## config.mk

```make
export PLATFORM = sky130hd
export DESIGN_NAME = dcache_ctrl
export DESIGN_NICKNAME = d
export VERILOG_FILES = /design/src/rtl/dcache_pkg.sv /design/src/rtl/dcache_sram.sv /design/src/rtl/dcache_ctrl.sv
export SDC_FILE = /design/constraint.sdc
export NUM_CORES = 2
export LEC_CHECK = 0
export CAP_MARGIN = 20
export CELL_PAD_IN_SITES_DETAIL_PLACEMENT = 0
export CELL_PAD_IN_SITES_GLOBAL_PLACEMENT = 2
export CORE_MARGIN = 2
export CORE_UTILIZATION = 29
export DETAILED_ROUTE_END_ITERATION = 12
export PLACE_DENSITY_LB_ADDON = 0.05
export SYNTH_ARGS = -nofsm -noshare
export SYNTH_HDL_FRONTEND = slang
export SYNTH_MEMORY_MAX_BITS = 65536
export SYNTH_SLANG_ARGS = --single-unit
```

## constraint.sdc

```tcl
create_clock -name clk_i -period 14.4 [get_ports clk_i]
set_clock_uncertainty 0.2 [all_clocks]
set_input_delay 1.44 -clock clk_i [delete_from_list [all_inputs] [get_ports clk_i]]
set_output_delay 1.44 -clock clk_i [all_outputs]
set_load 0.05 [all_outputs]
```

## src/rtl/dcache_pkg.sv

```systemverilog
// Shared types and geometry for the direct-mapped write-back data cache.
package dcache_pkg;

  localparam int unsigned LINE_W   = 128;
  localparam int unsigned OFFSET_W = 4;
  localparam int unsigned WORD_W   = 32;
  localparam int unsigned WORDS    = LINE_W / WORD_W;

  typedef enum logic [1:0] {
    StIdle,
    StWriteback,
    StAllocate
  } dcache_state_e;

  function automatic int unsigned tag_w(input int unsigned index_w);
    return 32 - index_w - OFFSET_W;
  endfunction

endpackage

```

## src/rtl/dcache_sram.sv

```systemverilog
// Tag/valid/dirty/data storage: asynchronous read, synchronous word-merge write,
// valid and dirty bits cleared by the synchronous reset.
module dcache_sram
  import dcache_pkg::*;
#(
  parameter int unsigned INDEX_W = 5,
  parameter int unsigned TAG_W   = tag_w(INDEX_W)
) (
  input  logic               clk_i,
  input  logic               rst_i,
  input  logic [INDEX_W-1:0] idx_i,
  output logic [TAG_W-1:0]   tag_o,
  output logic               valid_o,
  output logic               dirty_o,
  output logic [LINE_W-1:0]  line_o,
  input  logic               we_i,
  input  logic [WORDS-1:0]   word_en_i,
  input  logic [LINE_W-1:0]  wdata_i,
  input  logic               tag_we_i,
  input  logic [TAG_W-1:0]   tag_i,
  input  logic               dirty_set_i,
  input  logic               dirty_clr_i
);

  localparam int unsigned Lines = 2 ** INDEX_W;

  logic [TAG_W-1:0]  tag_q  [Lines];
  logic [LINE_W-1:0] data_q [Lines];
  logic [Lines-1:0]  valid_q;
  logic [Lines-1:0]  dirty_q;
  logic [LINE_W-1:0] merged;

  assign tag_o   = tag_q[idx_i];
  assign valid_o = valid_q[idx_i];
  assign dirty_o = dirty_q[idx_i];
  assign line_o  = data_q[idx_i];

  always_comb begin
    merged = data_q[idx_i];
    for (int w = 0; w < WORDS; w++) begin
      if (word_en_i[w]) merged[w*WORD_W +: WORD_W] = wdata_i[w*WORD_W +: WORD_W];
    end
  end

  always_ff @(posedge clk_i) begin
    if (we_i)     data_q[idx_i] <= merged;
    if (tag_we_i) tag_q[idx_i]  <= tag_i;
  end

  // A tag write always installs a fresh line, so it also marks the line valid.
  always_ff @(posedge clk_i) begin
    if (rst_i) begin
      valid_q <= '0;
      dirty_q <= '0;
    end else begin
      if (tag_we_i) valid_q[idx_i] <= 1'b1;
      if (dirty_clr_i)      dirty_q[idx_i] <= 1'b0;
      else if (dirty_set_i) dirty_q[idx_i] <= 1'b1;
    end
  end

endmodule

```

## src/rtl/dcache_ctrl.sv

```systemverilog
// Direct-mapped write-back write-allocate D-cache controller for the MEM stage.
// Define DCACHE_STATS_EN to add saturating hit/miss counters.
module dcache_ctrl
  import dcache_pkg::*;
#(
  parameter int unsigned INDEX_W = 5
) (
  input  logic              clk_i,
  input  logic              rst_i,
  input  logic              p1_req_i,
  input  logic              p1_wr_i,
  input  logic [31:0]       p1_addr_i,
  input  logic [31:0]       p1_data_i,
  output logic [31:0]       p1_data_o,
  output logic              p1_stall_o,
  output logic              mem_enable_o,
  output logic              mem_write_o,
  output logic [31:0]       mem_addr_o,
  output logic [LINE_W-1:0] mem_data_o,
  input  logic [LINE_W-1:0] mem_data_i,
  input  logic              mem_ack_i
`ifdef DCACHE_STATS_EN
  ,
  output logic [31:0]       hit_cnt_o,
  output logic [31:0]       miss_cnt_o
`endif
);

  localparam int unsigned TAG_W = tag_w(INDEX_W);

  dcache_state_e state_q, state_d;

  logic [TAG_W-1:0]   req_tag, rd_tag;
  logic [INDEX_W-1:0] req_idx;
  logic [1:0]         req_word;
  logic               rd_valid, rd_dirty, hit;
  logic [LINE_W-1:0]  rd_line;
  logic               we, tag_we, dirty_set, dirty_clr;
  logic [WORDS-1:0]   word_en;
  logic [LINE_W-1:0]  wdata;
  logic               unused_addr;

  assign req_tag     = p1_addr_i[31 -: TAG_W];
  assign req_idx     = p1_addr_i[OFFSET_W +: INDEX_W];
  assign req_word    = p1_addr_i[3:2];
  assign unused_addr = ^p1_addr_i[1:0];

  dcache_sram #(
    .INDEX_W (INDEX_W),
    .TAG_W   (TAG_W)
  ) u_sram (
    .clk_i       (clk_i),
    .rst_i       (rst_i),
    .idx_i       (req_idx),
    .tag_o       (rd_tag),
    .valid_o     (rd_valid),
    .dirty_o     (rd_dirty),
    .line_o      (rd_line),
    .we_i        (we),
    .word_en_i   (word_en),
    .wdata_i     (wdata),
    .tag_we_i    (tag_we),
    .tag_i       (req_tag),
    .dirty_set_i (dirty_set),
    .dirty_clr_i (dirty_clr)
  );

  assign hit        = rd_valid & (rd_tag == req_tag);
  assign p1_stall_o = (state_q != StIdle) | (p1_req_i & ~hit);
  assign p1_data_o  = (p1_req_i & hit) ? rd_line[{req_word, 5'b0} +: WORD_W] : '0;

  always_ff @(posedge clk_i) begin
    if (rst_i) state_q <= StIdle;
    else       state_q <= state_d;
  end

  // mem_* are decoded from the state and the held request, so they stay stable
  // for the whole transaction.
  always_comb begin
    state_d      = state_q;
    we           = 1'b0;
    word_en      = '0;
    wdata        = '0;
    tag_we       = 1'b0;
    dirty_set    = 1'b0;
    dirty_clr    = 1'b0;
    mem_enable_o = 1'b0;
    mem_write_o  = 1'b0;
    mem_addr_o   = '0;
    mem_data_o   = '0;
    unique case (state_q)
      StIdle: begin
        if (p1_req_i) begin
          if (hit) begin
            if (p1_wr_i) begin
              we        = 1'b1;
              word_en   = 4'b0001 << req_word;
              wdata     = {WORDS{p1_data_i}};
              dirty_set = 1'b1;
            end
          end else if (rd_valid & rd_dirty) begin
            state_d = StWriteback;
          end else begin
            state_d = StAllocate;
          end
        end
      end
      StWriteback: begin
        mem_enable_o = 1'b1;
        mem_write_o  = 1'b1;
        mem_addr_o   = {rd_tag, req_idx, 4'b0};
        mem_data_o   = rd_line;
        if (mem_ack_i) begin
          dirty_clr = 1'b1;
          state_d   = StAllocate;
        end
      end
      StAllocate: begin
        mem_enable_o = 1'b1;
        mem_addr_o   = {req_tag, req_idx, 4'b0};
        if (mem_ack_i) begin
          we        = 1'b1;
          word_en   = '1;
          wdata     = mem_data_i;
          tag_we    = 1'b1;
          dirty_clr = 1'b1;
          state_d   = StIdle;
        end
      end
      default: state_d = StIdle;
    endcase
  end

`ifdef DCACHE_STATS_EN
  logic refill_q;
  logic hit_inc, miss_inc;

  // The retry cycle right after a refill is the completion of the miss, not a hit.
  assign hit_inc  = (state_q == StIdle) & p1_req_i & hit & ~refill_q;
  assign miss_inc = (state_q == StIdle) & p1_req_i & ~hit;

  always_ff @(posedge clk_i) begin
    if (rst_i) begin
      refill_q   <= 1'b0;
      hit_cnt_o  <= '0;
      miss_cnt_o <= '0;
    end else begin
      refill_q <= (state_q == StAllocate) & mem_ack_i;
      if (hit_inc && hit_cnt_o != 32'hFFFF_FFFF)   hit_cnt_o  <= hit_cnt_o + 32'd1;
      if (miss_inc && miss_cnt_o != 32'hFFFF_FFFF) miss_cnt_o <= miss_cnt_o + 32'd1;
    end
  end
`endif

endmodule
```

* Word-level counts from Yosys, hierarchy flattened *
Memory sizes are Yosys's and may differ from the RTL's.
Index checks and enable logic that the tools add are counted.

word-level totals
  bits in registers = 66
  word-level logic and storage cells = 77
  output and inout bits = 195
  input bits = 197
  memory bits (writable) = 4832
  memories = 2

operators by class
  order comparisons = 2
  reductions and logical operators = 6
  bitwise operators = 10
  eq/ne operators = 7
  shift-type cells = 2
  mux-type cells = 45

memory list
  name           depth  bits a word  read ports  clocked after Yosys merged registers in  wr ports  RTL line           text
  u_sram.data_q  32     128          1           0                                        1         dcache_sram.sv:28  logic [LINE_W-1:0] data_q [Lines];
  u_sram.tag_q   32     23           1           0                                        1         dcache_sram.sv:27  logic [TAG_W-1:0] tag_q [Lines];

operators by type and width
  operator                                                               count
  128-bit two-way mux                                                    5
  128-bit one-hot mux with 2 select lines                                1
  32-bit two-way mux                                                     7
  128-bit by 8-bit variable part select with 32-bit output               1
  32-bit OR                                                              2
  32-bit one-hot mux with 2 select lines                                 1
  32-bit AND                                                             1
  32-bit inverter                                                        1
  23-bit == test                                                         1
  1-bit two-way mux                                                      16
  4-bit two-way mux                                                      4
  1-bit binary-select mux with 5-bit select                              2
  2-bit two-way mux                                                      5
  2-bit != test, second input constant                                   4
  4-bit one-hot mux with 2 select lines                                  1
  5-bit by 6-bit < comparator with 1-bit output, second input constant   1
  2-bit one-hot mux with 3 select lines                                  1
  1-bit demux with 5-bit select                                          1
  5-bit by 1-bit >= comparator with 1-bit output, second input constant  1
  1-bit AND                                                              4
  4-bit AND reduction                                                    1
  2-bit nonzero test                                                     2
  1-bit by 2-bit left shift with 4-bit output, first input constant      1
  2-bit by 1-bit == test with 1-bit output, second input constant        1
  7 further kinds                                                        7

* Longest topological paths before layout *
  word-level depth = 8
  mapped depth = 15
  depth with buffers taken out = 9

* By module *
Synthesis repeated with hierarchy kept, for this count alone.

second synthesis, totals
  cell total of the unflattened synthesis = 10268
  area, all modules = 189720.7 um^2

by module, submodules not included
  module       seq. area each (um^2)  times used  area each (um^2)  cells each
  dcache_sram  146380.4               1           185719.4          9758
  dcache_ctrl  40.0                   1           4001.3            510

* Least setup slack after synthesis *
Ideal clock, no wire load.

  kind = input port to flip-flop
  start = input port p1_addr_i[4]
  end = memory u_sram.data_q[10][0] (enable)
  data required time = 13.428 ns
  library setup time = 0.772 ns
  path buffers = 5
  arrival = 12.902 ns
  stages = 14
  slack = 0.526 ns
  cell sequence = clkbuf_1 buf_2 buf_2 buf_2 mux2i_1 o22ai_1 nor4_1 a21oi_1 nor4_1 nand4_1 nor4_4 nor2_1 clkbuf_1 nor3_1

on the way
  cells in the longest elaborated chain, start to end = 8
  elaborated cells between the ends (all ways) = 10

ends and longest elaborated chain
  item                                                                             RTL line                              text
  from (decl)                                                                      dcache_ctrl.sv:12                     input logic [31:0] p1_addr_i,
  memory 32 x 23 bit or 1-bit binary-select mux with 5-bit select (tied branches)  -
  23-bit == test or 1-bit two-way mux (tied branches)                              dcache_ctrl.sv:68, dcache_sram.sv:34
  1-bit AND                                                                        dcache_ctrl.sv:68                     assign hit = rd_valid & (rd_tag == req_tag);
  1-bit two-way mux                                                                dcache_ctrl.sv:94                     if (hit) begin
  1-bit two-way mux                                                                dcache_ctrl.sv:93                     if (p1_req_i) begin
  1-bit one-hot mux with 2 select lines                                            dcache_ctrl.sv:91                     unique case (state_q)
  1-bit two-way mux                                                                dcache_sram.sv:46                     if (we_i) data_q[idx_i] <= merged;
  1-bit two-way mux (not written as such)                                          dcache_sram.sv:46
  to (decl)                                                                        dcache_sram.sv:28

Parallel ways exist; a longest one is shown, timed or not. The select of a mux whose other input is x is not followed.

* Worst setup path in the final report *
  start = input port p1_addr_i[4]
  end = output port p1_data_o[25]

on the way
  cells in the longest elaborated chain, start to end = 5
  elaborated cells between the ends (all ways) = 9

ends and longest elaborated chain
  item                                                                         RTL line           text
  parallel branches: the longest is 4 deep, another holds memory 32 x 128 bit  -
  32-bit two-way mux (*)                                                       dcache_ctrl.sv:70  assign p1_data_o = (p1_req_i & hit) ? rd_line[{req_word, 5'b0} +: WORD_W] : '0;
  to (decl)                                                                    dcache_ctrl.sv:14  output logic [31:0] p1_data_o,

Mark *: on every way between the ends. The select of a mux whose other input is x is not followed.

==> flow_summary.ini <==
[floorplanning]
initial_core_util = 0.291
number_of_cell_rows = 296
dieArea_um2 = 657000
die_x_um = 811
design.core.area_um2 = 649000
dieHeight_um = 811
pin_count = 392

[global_route]
grt_antenna_before_repair = 89
first_pass_grt_wire_length_um = 1010000
gr-usage-all-layers = 0.230
grt_max_degree = 123
first_global_vias = 103605
grt_remaining_overflow = 0

[timing]
timing.max_slew.rel_slack = 0.182
setup_viol = 0
grt_setup_unrepaired = no
final.period_utilization = 0.697
worstMarginPinSlew_ps = 1220
totalNegativeSetupSlack_ps = 0
final_hold_viol_count = 0
fmaxAchievable_mhz = 99.7
final_period_minus_worst_setup_slack_ps = 10030
pins_over_their_slew_limit = 0

[synth]
synth_enable_flop_cells = 4832
top_cells_by_count_synth = 4832 x sky130_fd_sc_hd__edfxtp_1, 1072 x sky130_fd_sc_hd__mux4_2, 543 x sky130_fd_sc_hd__a22oi_1
synth.yosys.seq_area_share = 0.776
post_synth.cell_area_avg_um2 = 21.4
yosys.cell_count.top_type = sky130_fd_sc_hd__edfxtp_1
synth_cell_types = 44
yosys.area.top_type_share = 0.769
synth_cells = 8823
async_reset_ff_frac = 0
post-synth-top-area-cell = sky130_fd_sc_hd__edfxtp_1
ys_warn_count = 0
dominantRegCellSynth = sky130_fd_sc_hd__edfxtp_1
flop_and_latch_count_out_of_synthesis = 4898
post_synth_main_area_contributors = sky130_fd_sc_hd__edfxtp_1 77%, sky130_fd_sc_hd__mux4_2 13%, sky130_fd_sc_hd__a22oi_1 2.2%
post_synth_instance_area_um2 = 189000

[power_and_ir_drop]
switching_share = 0.240
p_per_area_nw_per_um2 = 147
clock_power_share = 0.424
fraction_of_power_consumed_by_sequential_logic = 0.494
peakVddDrop_mv = 0.123
intPower_w = 0.0252
net-switching-power_w = 0.00795
combPwrFrac = 0.082
total_power_w = 0.0331
cellLeakagePower_nw = 69.3

[worst_setup_path]
worst-endpoint-arrival_ps = 8390
worst-setup-path-type = in -> out
worst_flop_to_flop_path_startpoint = u_sram.tag_q[17][1]
worstSetupEndpointType = output pin
critical_path.startpoint_type = input pin
first_element_of_the_critical_path = p1_addr_i[4]
reg2reg_to = u_sram.data_q[7][66]
timing.reg2reg.setup_slack_ps = 7500
worst_ep_required_time_ps = 12760
worst-path-max-fanout = 118
endpoint = p1_data_o[25]
worstRegToRegCells = 12

[clock_network]
cts.reportedPaths.clkPinSlew_ps = 50
post_cts_hold_buffer_count = 0
cts_htree_levels = 6
clock_sink_count = 4898
cts_inserted_buffers = 585
ctsRootBufferMaster = sky130_fd_sc_hd__clkbuf_16
worstSkewPairLatency_ps = 1150
tritoncts = built
post_cts.resized_instances = 0
max-clock-path-buffers = 4
post_cts_buffers = 0

[placement]
finalWeightedCongestion = 0.735
post-dp-hpwl_um = 421000
io_buffers = 385

[drt]
viasPerCell = 5.31
routed_wirelength_um = 774000
wire_per_inst_um = 41.1
tritonroute_pass_1_iters = 6
via_count = 99876
drt_iter0_drcs = 10427
number_of_nets_with_antenna_violations_after_routing = 0
drcViolationCount = 0

[run_status]
status = finished clean

[final_layout]
final_layout_size_suffix_gt1_frac = 0.251
growth_of_design_area_from_synthesis_to_finish_pct = 19.3
final_layout_net_count = 9918

[min_path]
min-delay-path-class = reg -> reg

[flow_run]
timing.max_cap.violations = 0
worst min path at each step:
stage                               to  depth (start not counted)          startpoint  slack [ps]
floorplan           u_sram.valid_q[10]                          2  u_sram.valid_q[10]         230
finish              u_sram.valid_q[15]                          2  u_sram.valid_q[15]         270
CTS                 u_sram.valid_q[31]                          2  u_sram.valid_q[31]         270
global placement    u_sram.valid_q[12]                          2  u_sram.valid_q[12]         240
global route        u_sram.valid_q[10]                          2  u_sram.valid_q[10]         300
detailed placement  u_sram.valid_q[31]                          2  u_sram.valid_q[31]         260
logic make-up after synthesis:
group,synth area share
adder cells (fa/ha/maj),0.000199
AO/OA/AOI/OAI,0.0395
AND/OR/NAND/NOR,0.0234
flip-flops,0.776
multiplexers,0.148
buffers and inverters,0.0132
other,0.0000199
worst max-delay path, cell delays in order:
cell	delay (ps)
sky130_fd_sc_hd__buf_16	530
sky130_fd_sc_hd__buf_12	610
sky130_fd_sc_hd__buf_4	810
sky130_fd_sc_hd__buf_4	630
sky130_fd_sc_hd__buf_4	880
sky130_fd_sc_hd__mux4_2	600
sky130_fd_sc_hd__a22oi_1	250
sky130_fd_sc_hd__nand4_1	570
sky130_fd_sc_hd__mux4_2	660
sky130_fd_sc_hd__and3_1	200
sky130_fd_sc_hd__clkdlybuf4s50_1	740
layout make-up:
| cell class | count | area, um2 |
|---|---|---|
| well taps | 8642 | 10800 |
| clock buffers | 747 | 15600 |
| fillers | 60723 | 424000 |
| inverters | 2 | 7.51 |
| multi-input cells | 3343 | 41300 |
| repair buffers | 888 | 8690 |
| clock inverters | 264 | 2080 |
| diodes | 28 | 70.1 |
| flip-flops and latches | 4898 | 146000 |
metrics by stage:
stage	cell area (um2)	cells	hold slack, ps	util	worst slack, ps
after detailed placement	207000	17760	258	0.319	4140
after floorplan	189000	8826	235	-	526
after global placement	206000	17717	245	0.318	4070
final	225000	18812	271	0.347	4370
after CTS	225000	18771	271	0.346	4210
after global routing	225000	18790	295	0.347	3860
power by group through the flow:
stage | sequential, W | combinational [W] | clock, W
finish | 0.0164 | 0.00272 | 0.0140
global route | 0.0164 | 0.00287 | 0.0149
CTS | 0.0164 | 0.00271 | 0.0144
detailed placement | 0.0167 | 0.00271 | 0
global placement | 0.0167 | 0.00257 | 0
floorplan | 0.0167 | 0.00123 | 0
cell usage in the layout (no fill, tap or decap), types with 32 or more instances in the layout:
cell type / synthesis / routed
sky130_fd_sc_hd__mux4_2: 1072 / 1072
sky130_fd_sc_hd__buf_4: 20 / 395
sky130_fd_sc_hd__mux2i_1: 368 / 368
sky130_fd_sc_hd__o22ai_1: 184 / 184
sky130_fd_sc_hd__clkdlybuf4s50_1: 0 / 378
sky130_fd_sc_hd__nor2_4: 0 / 35
sky130_fd_sc_hd__a31oi_1: 160 / 32
sky130_fd_sc_hd__a31oi_2: 0 / 101
sky130_fd_sc_hd__dfxtp_1: 66 / 66
sky130_fd_sc_hd__a211oi_1: 137 / 137
sky130_fd_sc_hd__and3_1: 57 / 55
sky130_fd_sc_hd__a22oi_1: 543 / 543
sky130_fd_sc_hd__clkinv_1: 0 / 139
sky130_fd_sc_hd__clkinv_2: 0 / 56
sky130_fd_sc_hd__nand2_1: 196 / 193
sky130_fd_sc_hd__buf_12: 0 / 56
sky130_fd_sc_hd__nor4_1: 59 / 59
sky130_fd_sc_hd__edfxtp_1: 4832 / 4832
sky130_fd_sc_hd__and2_1: 138 / 134
sky130_fd_sc_hd__nor2_1: 130 / 95
sky130_fd_sc_hd__nor3_2: 0 / 34
sky130_fd_sc_hd__nand4_1: 133 / 133
sky130_fd_sc_hd__clkbuf_16: 0 / 603
sky130_fd_sc_hd__clkbuf_1: 355 / 143
flip-flops by register name, summed over array words and instances, names as in the netlist, named ones only:
name	cells
u_sram.data_q	4096
u_sram.tag_q	736
u_sram.valid_q	32
state_q	2
layer usage:
| layer | global-route usage | share of wire |
|---|---|---|
| met1 | 0.317 | 0.44 |
| met2 | 0.388 | 0.49 |
| met4 | 0.0482 | 0.023 |
| met3 | 0.0324 | 0.048 |
| met5 | 0 | 0.00016 |
Note: power is estimated with default switching activity, not from simulation.
